--- src/rtl/jk_drv_pkg.sv ---
// Shared types and the JK excitation function for jk_excitation_driver.
// Optional build macro: JK_TOGGLE_FORM_EN selects toggle-form excitation
// (J=K=q^t) instead of the minimal form that never drives JK=11.
package jk_drv_pkg;

    typedef enum logic [1:0] {
        IDLE  = 2'd0,
        APPLY = 2'd1,
        CHECK = 2'd2
    } state_t;

    // Per-bit excitation: returns {j, k} that moves a JK flop from q to t.
    function automatic logic [1:0] jk_excite(input logic q, input logic t);
`ifdef JK_TOGGLE_FORM_EN
        // Don't-cares resolved to toggle: a changing bit gets 11, a steady bit 00.
        return {q ^ t, q ^ t};
`else
        // Minimal form: set on 0->1, reset on 1->0, hold otherwise.
        return {~q & t, q & ~t};
`endif
    endfunction

endpackage

--- src/rtl/jk_excitation_driver_fifo.sv ---
// Target-word FIFO for jk_excitation_driver: W x DEPTH, extra pointer bit
// distinguishes full from empty. Push is refused while full, even when a pop
// happens on the same edge.
module jk_drv_fifo #(
    parameter int W     = 4,
    parameter int DEPTH = 4
) (
    input  logic         clk,
    input  logic         rst,
    input  logic         push,
    input  logic         pop,
    input  logic [W-1:0] din,
    output logic         full,
    output logic         empty,
    output logic [W-1:0] head
);

    localparam int AW = $clog2(DEPTH);
    localparam logic [AW:0] PTR_INC = (AW + 1)'(1);

    logic [W-1:0] mem [DEPTH];
    logic [AW:0]  wr_ptr_q, wr_ptr_d;
    logic [AW:0]  rd_ptr_q, rd_ptr_d;

    assign empty = (wr_ptr_q == rd_ptr_q);
    assign full  = (wr_ptr_q[AW] != rd_ptr_q[AW]) &&
                   (wr_ptr_q[AW-1:0] == rd_ptr_q[AW-1:0]);
    assign head  = mem[rd_ptr_q[AW-1:0]];

    // Advance pointers on accepted push / pop.
    always_comb begin
        // NOTE: every output of a combinational block gets a default first, so no path leaves it unassigned and infers a latch.
        wr_ptr_d = wr_ptr_q;
        rd_ptr_d = rd_ptr_q;
        if (push && !full) wr_ptr_d = wr_ptr_q + PTR_INC;
        if (pop && !empty) rd_ptr_d = rd_ptr_q + PTR_INC;
    end

    // Pointer registers with asynchronous reset.
    always_ff @(posedge clk or posedge rst) begin
        // NOTE: sequential state uses non-blocking assignment so every flop samples pre-edge values, independent of block order.
        if (rst) begin
            wr_ptr_q <= '0;
            rd_ptr_q <= '0;
        end else begin
            wr_ptr_q <= wr_ptr_d;
            rd_ptr_q <= rd_ptr_d;
        end
    end

    // Storage write; contents are don't-care until pointers mark them valid.
    always_ff @(posedge clk) begin
        // NOTE: the memory is deliberately not reset; empty pointers make stale data unobservable and a resettable array cannot map to RAM.
        if (push && !full) mem[wr_ptr_q[AW-1:0]] <= din;
    end

endmodule

--- src/rtl/jk_excitation_driver.sv ---
// jk_excitation_driver: pops target words, drives J/K excitation for one edge
// of an external JK bank, then checks the fed-back Q against the target.
// Optional build macro: JK_TOGGLE_FORM_EN (toggle-form excitation, see pkg).
module jk_excitation_driver
    import jk_drv_pkg::*;
#(
    parameter int W     = 4,
    parameter int DEPTH = 4,
    parameter int CNT_W = 8
) (
    input  logic             clk,
    input  logic             rst,
    input  logic             in_valid,
    output logic             in_ready,
    input  logic [W-1:0]     in_data,
    input  logic             hold,
    input  logic [W-1:0]     q_fb,
    output logic [W-1:0]     j,
    output logic [W-1:0]     k,
    output logic             apply,
    output logic [W-1:0]     q_model,
    output logic             busy,
    output logic             err,
    output logic [CNT_W-1:0] err_count,
    input  logic             clear_err
);

    state_t             state_q, state_d;
    logic [W-1:0]       j_q, j_d, k_q, k_d;
    logic               apply_q, apply_d;
    logic [W-1:0]       q_model_q, q_model_d;
    logic [W-1:0]       tgt_q, tgt_d;
    logic               err_q, err_d;
    logic [CNT_W-1:0]   err_count_q, err_count_d;

    logic               fifo_full, fifo_empty, fifo_pop;
    logic [W-1:0]       fifo_head;

    jk_drv_fifo #(
        .W     (W),
        .DEPTH (DEPTH)
    ) u_fifo (
        .clk   (clk),
        .rst   (rst),
        .push  (in_valid),
        .pop   (fifo_pop),
        .din   (in_data),
        .full  (fifo_full),
        .empty (fifo_empty),
        .head  (fifo_head)
    );

    assign in_ready  = !fifo_full;
    assign busy      = (state_q != IDLE) || !fifo_empty;
    assign j         = j_q;
    assign k         = k_q;
    assign apply     = apply_q;
    assign q_model   = q_model_q;
    assign err       = err_q;
    assign err_count = err_count_q;

    // Next-state, excitation and error logic for IDLE -> APPLY -> CHECK.
    always_comb begin
        state_d     = state_q;
        j_d         = '0;
        k_d         = '0;
        apply_d     = 1'b0;
        q_model_d   = q_model_q;
        tgt_d       = tgt_q;
        err_d       = err_q;
        err_count_d = err_count_q;
        fifo_pop    = 1'b0;

        case (state_q)
            IDLE: begin
                if (!fifo_empty && !hold) begin
                    fifo_pop = 1'b1;
                    for (int i = 0; i < W; i++) begin
                        {j_d[i], k_d[i]} = jk_excite(q_model_q[i], fifo_head[i]);
                    end
                    apply_d = 1'b1;
                    tgt_d   = fifo_head;
                    state_d = APPLY;
                end
            end
            APPLY: begin
                // The bank samples j/k on this edge; excitation drops to zero.
                q_model_d = tgt_q;
                state_d   = CHECK;
            end
            CHECK: begin
                if (q_fb != q_model_q) begin
                    err_d = 1'b1;
                    if (err_count_q != '1) err_count_d = err_count_q + CNT_W'(1);
                end
                state_d = IDLE;
            end
            default: state_d = IDLE;
        endcase

        // Clear wins over a simultaneous mismatch.
        if (clear_err) begin
            err_d       = 1'b0;
            err_count_d = '0;
        end
    end

    // State and output registers; reset removes any excitation immediately.
    always_ff @(posedge clk or posedge rst) begin
        if (rst) begin
            state_q     <= IDLE;
            j_q         <= '0;
            k_q         <= '0;
            apply_q     <= 1'b0;
            q_model_q   <= '0;
            tgt_q       <= '0;
            err_q       <= 1'b0;
            err_count_q <= '0;
        end else begin
            state_q     <= state_d;
            j_q         <= j_d;
            k_q         <= k_d;
            apply_q     <= apply_d;
            q_model_q   <= q_model_d;
            tgt_q       <= tgt_d;
            err_q       <= err_d;
            err_count_q <= err_count_d;
        end
    end

endmodule

--- config.mk ---
export PLATFORM = sky130hd
export DESIGN_NAME = jk_excitation_driver
export DESIGN_NICKNAME = d
export VERILOG_FILES = /design/src/rtl/jk_drv_pkg.sv /design/src/rtl/jk_excitation_driver_fifo.sv /design/src/rtl/jk_excitation_driver.sv
export SDC_FILE = /design/constraint.sdc
export NUM_CORES = 1
export LEC_CHECK = 0
export BUFFER_PORTS_ARGS = -buffer_cell sky130_fd_sc_hd__buf_2
export CORE_MARGIN = 1.5
export CORE_UTILIZATION = 55
export CTS_CLUSTER_SIZE = 20
export DETAILED_ROUTE_END_ITERATION = 16
export GPL_TIMING_DRIVEN = 1
export PLACE_DENSITY = 0.81
export REMOVE_ABC_BUFFERS = 1
export SLEW_MARGIN = 0
export SYNTH_ARGS = -nofsm -noshare
export SYNTH_HDL_FRONTEND = slang
export SYNTH_SLANG_ARGS = --single-unit
--- constraint.sdc ---
create_clock -name clk -period 2.4 [get_ports clk]
set_input_delay 0.12 -clock clk [delete_from_list [all_inputs] [get_ports clk]]
set_output_delay 0.12 -clock clk [all_outputs]
set_load 0.03 [all_outputs]
==> results of run 1 <==
[routing by layer]
layer	vias to the layer above	part of all wire (%)	GRT usage, %
met5	-	0	0
met4	0	1.2	5.61
met3	4	4.0	4.09
met2	32	51	30.1
met1	643	44	23.7
li1	640	-	-
[cells in the final DEF (no fill, tap or decap), types with 3 or more instances in the layout]
cell      count
and3_1        4
dfrtp_1      34
edfxtp_1     16
inv_1         5
buf_2        36
xnor2_1       5
nor2_1        8
nor2b_1       7
nor3_1        3
xor2_1        8
nand3_1       3
nor3b_1       9
mux4_2        4
clkbuf_8      5
ha_1          6
mux2_2       15
nand2_1       8
[power by group through the flow]
stage / Sequential [mW] / Combinational, mW / Clock [mW]
global route: 1.41 / 1.29 / 0.511
global placement: 1.36 / 1.16 / 0
CTS: 1.37 / 1.20 / 0.486
finish: 1.36 / 1.18 / 0.470
detailed placement: 1.39 / 1.19 / 0
floorplan: 1.53 / 0.724 / 0
[metrics by stage]
step	cell area, um2	std cells
after floorplan	2180	152
after global placement	2430	238
after detailed placement	2430	238
after CTS	2530	247
after global routing	2530	247
final	2530	247
[registers in the layout, indices dropped and copies added, names as in the netlist]
register / cells
apply: 1
err: 1
err_count: 8
j: 4
k: 4
q_model: 4
state_q: 2
tgt_q: 4
u_fifo.mem: 16
u_fifo.rd_ptr_q: 3
u_fifo.wr_ptr_q: 3
[cell type report]
type / count / area, um2 / share of cell area (%)
flip-flops and latches: 50 / 1330 / 52.5
multi-input cells: 96 / 826 / 32.6
repair buffers: 39 / 205 / 8.09
clock buffers: 5 / 68.8 / 2.71
well taps: 48 / 60.1 / 2.37
inverters: 6 / 22.5 / 0.888
clock inverters: 3 / 21.3 / 0.839
[final timing paths]
path                                          from  slack [ns]                 end
worst max-delay path            u_fifo.rd_ptr_q[0]        0.50                busy
worst min-delay path                    in_data[3]        0.04    u_fifo.mem[2][3]
worst max register to register        err_count[0]        0.58        err_count[5]
worst min register to register  u_fifo.wr_ptr_q[2]        0.49  u_fifo.wr_ptr_q[2]
max in group asynchronous                      rst        1.62        err_count[3]
min in group asynchronous                      rst        0.48  u_fifo.rd_ptr_q[1]
[worst max-delay path, cell delays in order, from the launching register on]
cell	delay, ns
dfrtp_1	0.61
xnor2_1	0.19
nand2_1	0.07
or4_1	0.41
buf_2	0.20
[cells by family (layout without fill, tap and decap cells)]
family	Yosys count	after routing	synth area share, %
DFF	50	50	60.5
adders and majority gates	6	6	3.41
AOI/OAI and AO/OA	5	5	2.27
and+or+nand+nor	52	52	14.4
buffers and inverters	11	53	2.05
muxes	20	20	12.2
xor gates and xnor gates	13	13	5.17
==> impl_results.md, run 1 <==
- Comb power frac: 39.3%
- CTS Buffer Depth: 2
- Area of the mapped netlist: 2200 um2
- Clock power share: 15.6%
- Fmax: 525 MHz
- Drt initial violations: 62
- NetSw: 1.16 mW
- Number of antenna-violating nets in the routed design: 0
- Fin worst setup slack: 0.495 ns
- Antenna cell count: 0
- Asr flop ratio synth: 68.0%
- Clock buffer count from CTS: 5
- Crit start category: flop
- Setup TNS: 0 ns
- Worst-path fanout max: 8
- Detailed Route WL: 3470 um
- Pre-CTS WS: 0.599 ns
- Largest cells by area after synthesis: dfrtp_1, edfxtp_1, mux2_2
- Post-route DRC: 0
- Period utilization: 79.4%
- Power Total: 3.01 mW
- Largest net degree at the start of global routing: 35
- Synthesis-stage register bit count: 50
- RSZ-0062 raised after global routing: no
- Most instantiated library cell after synthesis: dfrtp_1
- Fin crit period: 1.90 ns
- Synth top cells by count: dfrtp_1, edfxtp_1, mux2_2, nor3b_1
- Register share of total power: 45.1%
- Total global routing overflow: 0
- Via-to-Cell Ratio: 5.34
- First-pass GRT wire length: 5910 um
- Final core utilization: 67.7%
- Clock sinks: 50
- Worst hold stages: 1
- Fraction of layout cells with a size suffix above 1: 35.7%
- Final count of hold timing violations: 0
- Worst Hold Class: primary input to flop
- Syn_area_per_cell: 14.0 um2
- Sequential share of the synthesized area: 60.5%
- Internal power: 1.85 mW
- P_leak: 1.14 nW
- Post-CTS Setup Repair Bufs: 0
- CORE AREA: 3740 um2
- Skew-Pair Late Insertion Delay: 0.30 ns
- Cells after Synth: 157
- Status: finished, final reports clean
- Hold_ws: 0.0404 ns
- Switching Fraction: 38.6%
- CTS resizes: 0
- Post-DP HPWL: 2590 um
- Crit path DAT: 1.78 ns
- # IOs: 37
- Worst rel slew slack: 61.2%
- Ys flop type: dfrtp_1
- FF-to-FF path depth: 4
- Hold-fix buffer count after cts: 1
- Number of flops mapped to enable cells by yosys: 16
- TritonRoute pass-1 iters: 4
- I/O Buffers: 36
- P&R area growth vs syn: 15.1%
- Total GRT Usage: 18.1%
- Starting Density: 58.8%
- Post-synthesis cell type count: 32
- Worst-margin pin slew: 0.577 ns
- Final slew viol count: 0
- Vias in the first global route: 1,301
- Yosys warns: 0
- Post-synth top area share: 38.6%
- Placer Congestion: 0.833
- Die footprint: 4390 um2
- TritonCTS clock tree: built
- Vias: 1,319
- Worst-path clk slew: 0.09 ns
- CTS HTree Levels: 2
- Filler cells: 296
- Die H: 66.3 um
- Clk_skew: 0.0119 ns
- Endpoints failing setup: 0
- FP Rows: 22
- Worst VDD drop: 0.000651 V
- Initial antenna violation count: 0
- Root Driver: clkbuf_8
- Drt wl/cell: 14.0 um
- Pwr Density: 1190 nW/um2
- Worst setup EP type: output port
- Die X: 66.3 um
- CP required: 2.28 ns
- CP Class: flop to output port
- Area leader, netlist: dfrtp_1
- NumNets Final: 217
- Max-cap viol count: 0
Power figures use the tool's default switching activity.
==> run 2, diff against run 1 <==
ABC_AREA = 1   (was unset)
CORE_UTILIZATION = 50   (was 55)
PLACE_DENSITY = 0.78   (was 0.81)
clock period = 1.53 ns   (was 2.4 ns; I/O delays follow)
==> impl_results.md, run 2 <==
- Status: finished, final reports clean (unchanged)
- Final slew viol count: 0 (unchanged)
- TritonCTS clock tree: built (unchanged)
- Placed Area: 2670 um2 (was 2430 um2)
- Most frequent cells in the layout: nand2_1, buf_2, dfrtp_1, nor2_1, inv_1 (was buf_2, dfrtp_1, edfxtp_1, mux2_2, nor3b_1)
- Synth top cells by count: nand2_1, dfrtp_1, nor2_1, inv_1, edfxtp_1 (was dfrtp_1, edfxtp_1, mux2_2, nor3b_1)
- FP Rows: 24 (was 22)
- Clock buffer count from CTS: 5 (unchanged)
- Largest net degree at the start of global routing: 35 (unchanged)
- Synthesis-stage register bit count: 50 (unchanged)
- First-pass GRT wire length: 7660 um (was 5910 um)
- Worst Hold Class: primary input to flop (unchanged)
- Clk_skew: 0.0146 ns (was 0.0119 ns)
- Worst-path clk slew: 0.09 ns (about the same)
- Max reg flops: 16 (unchanged)
- Area of the mapped netlist: 2340 um2 (was 2200 um2)
- Post-DP HPWL: 3300 um (was 2590 um)
- I/O Buffers: 36 (unchanged)
- Number of flops mapped to enable cells by yosys: 16 (unchanged)
- Metal1 wirelength: 2030 um (was 1520 um)
- Filler cells: 364 (was 296)
- Cell Chain, Critical Path: xnor2_1, nand3b_1, nand2_2, nor2_1 (was xnor2_1, nand2_1, or4_1, buf_2)
- Hold Path Sink: u_fifo.mem[1][1] (was u_fifo.mem[2][3])
- Via-to-Cell Ratio: 4.97 (was 5.34)
- Max-cap viol count: 0 (unchanged)
- Endpoints failing setup: 0 (unchanged)
- Max stage delay on crit path: 0.42 ns (was 0.61 ns)
- Total GRT Usage: 19.4% (was 18.1%)
- Sequential share of the synthesized area: 57.0% (was 60.5%)
- Starting Density: 52.9% (was 58.8%)
- Final count of hold timing violations: 0 (unchanged)
- Final core utilization: 64.4% (was 67.7%)
- Asr flop ratio synth: 68.0% (unchanged)
- Pwr Density: 1910 nW/um2 (was 1190 nW/um2)
- CTS HTree Levels: 2 (unchanged)
- Skew-Pair Late Insertion Delay: 0.30 ns (about the same)
- Detailed Route WL: 4540 um (was 3470 um)
- Worst VDD drop: 0.00115 V (was 0.000651 V)
- Period utilization: 97.9%
- FF-to-FF path depth: 4 (unchanged)
- P_leak: 1.45 nW (was 1.14 nW)
- RR Startpoint: u_fifo.wr_ptr_q[2] (was err_count[0])
- CP Class: flop to flop (was flop to output port)
- TritonRoute pass-1 iters: 4 (unchanged)
- # IOs: 37 (unchanged)
- Fmax: 667 MHz
- Largest cells by area after synthesis: dfrtp_1, edfxtp_1, nand2_1 (was dfrtp_1, edfxtp_1, mux2_2)
- Worst setup EP type: flop (was output port)
- Critical R2R Capture: u_fifo.mem[1][2] (was err_count[5])
- Area leader, netlist: dfrtp_1 (unchanged)
- Ys flop type: dfrtp_1 (unchanged)
- Initial antenna violation count: 0 (unchanged)
- Finished Cell Area: 2840 um2 (was 2530 um2)
- CTS Buffer Depth: 2 (unchanged)
- Commonest non-fill, non-tap cell in the layout: nand2_1 (was buf_2)
- CORE AREA: 4410 um2 (was 3740 um2)
- Fin crit period: 1.50 ns
- RSZ-0062 raised after global routing: yes (was no)
- Highest routed layer: met4 (unchanged)
- Root Driver: clkbuf_8 (unchanged)
- Clock sinks: 50 (unchanged)
- Worst hold stages: 1 (unchanged)
- Cells after Synth: 256 (was 157)
- Placer Congestion: 0.850 (was 0.833)
- Die footprint: 5090 um2 (was 4390 um2)
- P&R area growth vs syn: 21.6% (was 15.1%)
- Flop2flop setup slack: 0.03 ns (was 0.58 ns)
- Most instantiated library cell after synthesis: nand2_1 (was dfrtp_1)
- Fraction of layout cells with a size suffix above 1: 23.5% (was 35.7%)
- Die H: 71.4 um (was 66.3 um)
- Power Total: 5.43 mW (was 3.01 mW)
- Post-synth top area share: 36.4% (was 38.6%)
- Die X: 71.4 um (was 66.3 um)
- Crit start category: flop (unchanged)
- Hold_ws: 0.00507 ns (was 0.0404 ns)
- Beginning of the worst hold path: in_data[1] (was in_data[3])
- Number of antenna-violating nets in the routed design: 0 (unchanged)
- WL met2: 2290 um (was 1770 um)
- Crit path DAT: 1.48 ns (was 1.78 ns)
- Drt initial violations: 116 (was 62)
- Post-route DRC: 0 (unchanged)
- Antenna cell count: 0 (unchanged)
- Yosys warns: 0 (unchanged)
- Worst-margin pin slew: 0.509 ns (was 0.577 ns)
- Vias in the first global route: 1,759 (was 1,301)
- Worst rel slew slack: 65.9% (was 61.2%)
- Vias: 1,823 (was 1,319)
- Total global routing overflow: 0 (unchanged)
- NumNets Final: 333 (was 217)
- Drt wl/cell: 12.4 um (was 14.0 um)
- CP required: 1.52 ns (was 2.28 ns)
- Syn_area_per_cell: 9.13 um2 (was 14.0 um2)
- Critical-path top delay cell: dfrtp_1 (unchanged)
- Worst-path fanout max: 7 (was 8)
- Post-synthesis cell type count: 24 (was 32)
- Met3 routed WL: 176 um (was 139 um)
[run 2: worst max-delay path by stage]
stage / from / endpoint / slack [ns] / cells past startpoint
2_1_floorplan: u_fifo.wr_ptr_q[2] / u_fifo.mem[0][0] / -0.31 / 4
3_3_place_gp: u_fifo.wr_ptr_q[2] / u_fifo.mem[3][2] / 0.08 / 4
3_5_place_dp: u_fifo.wr_ptr_q[2] / u_fifo.mem[1][2] / 0.02 / 4
4_1_cts: u_fifo.wr_ptr_q[2] / u_fifo.mem[1][0] / 0.006 / 4
5_1_grt: u_fifo.wr_ptr_q[2] / u_fifo.mem[0][3] / -0.07 / 4
6_report: u_fifo.wr_ptr_q[2] / u_fifo.mem[1][2] / 0.03 / 4
[run 2: through the flow]
step / TNS [ns] / setup WS (ns) / instances
5_1_grt: -1.05 / -0.0725 / 367
3_5_place_dp: 0 / 0.0176 / 356
4_1_cts: 0 / 0.00619 / 367
3_3_place_gp: 0 / 0.0796 / 356
2_1_floorplan: -5.32 / -0.312 / 254
6_report: 0 / 0.0315 / 367
[run 2: critical path, delay by kind of cell, from the launching register on]
kind,cells,cell delay [ns]
flip-flops,1,0.42
AND/OR/NAND/NOR,3,0.57
XOR/XNOR,1,0.20
[run 2: report_power, final]
group | switching, mW | internal, mW | total [mW]
Combinational | 1.57 | 0.892 | 2.46
Sequential | 0.247 | 1.78 | 2.02
Clock | 0.446 | 0.496 | 0.941
Total | 2.27 | 3.17 | 5.43
[run 2: cells by family (layout without fill, tap and decap cells)]
| kind of cell | count (synthesis) | count (layout) | share of synthesized area, % |
|---|---|---|---|
| compound gates | 16 | 16 | 3.64 |
| simple gates | 148 | 148 | 28.4 |
| buf+inv | 30 | 89 | 5.19 |
| fa+ha+maj | 6 | 6 | 3.21 |
| xor+xnor | 6 | 6 | 2.57 |
| flops | 50 | 50 | 57.0 |
[run 2: what timing repair did]
action,in CTS,in global routing
endpoints found under the hold margin,42,0
resized for setup,0,8
buffers inserted,0,0
endpoints found under the setup margin,0,25
hold buffers,3,0
[run 2: per-layer routing]
metal	vias to the layer above	track usage, %
met3	6	3.94
met4	0	6.92
li1	936	-
met5	-	0
met1	847	23.8
met2	34	34.1
[run 2: final cells by class]
cell class                 instances  area [um2]  share of cell area [%]
clock buffer                       5        68.8                    2.42
clock inverter                     3        47.5                    1.67
inverter                          28         108                    3.79
sequential                        50        1330                    46.9
timing repair buffer              53         315                    11.1
multi-input combinational        176         905                    31.8
tap                               52        65.1                    2.29
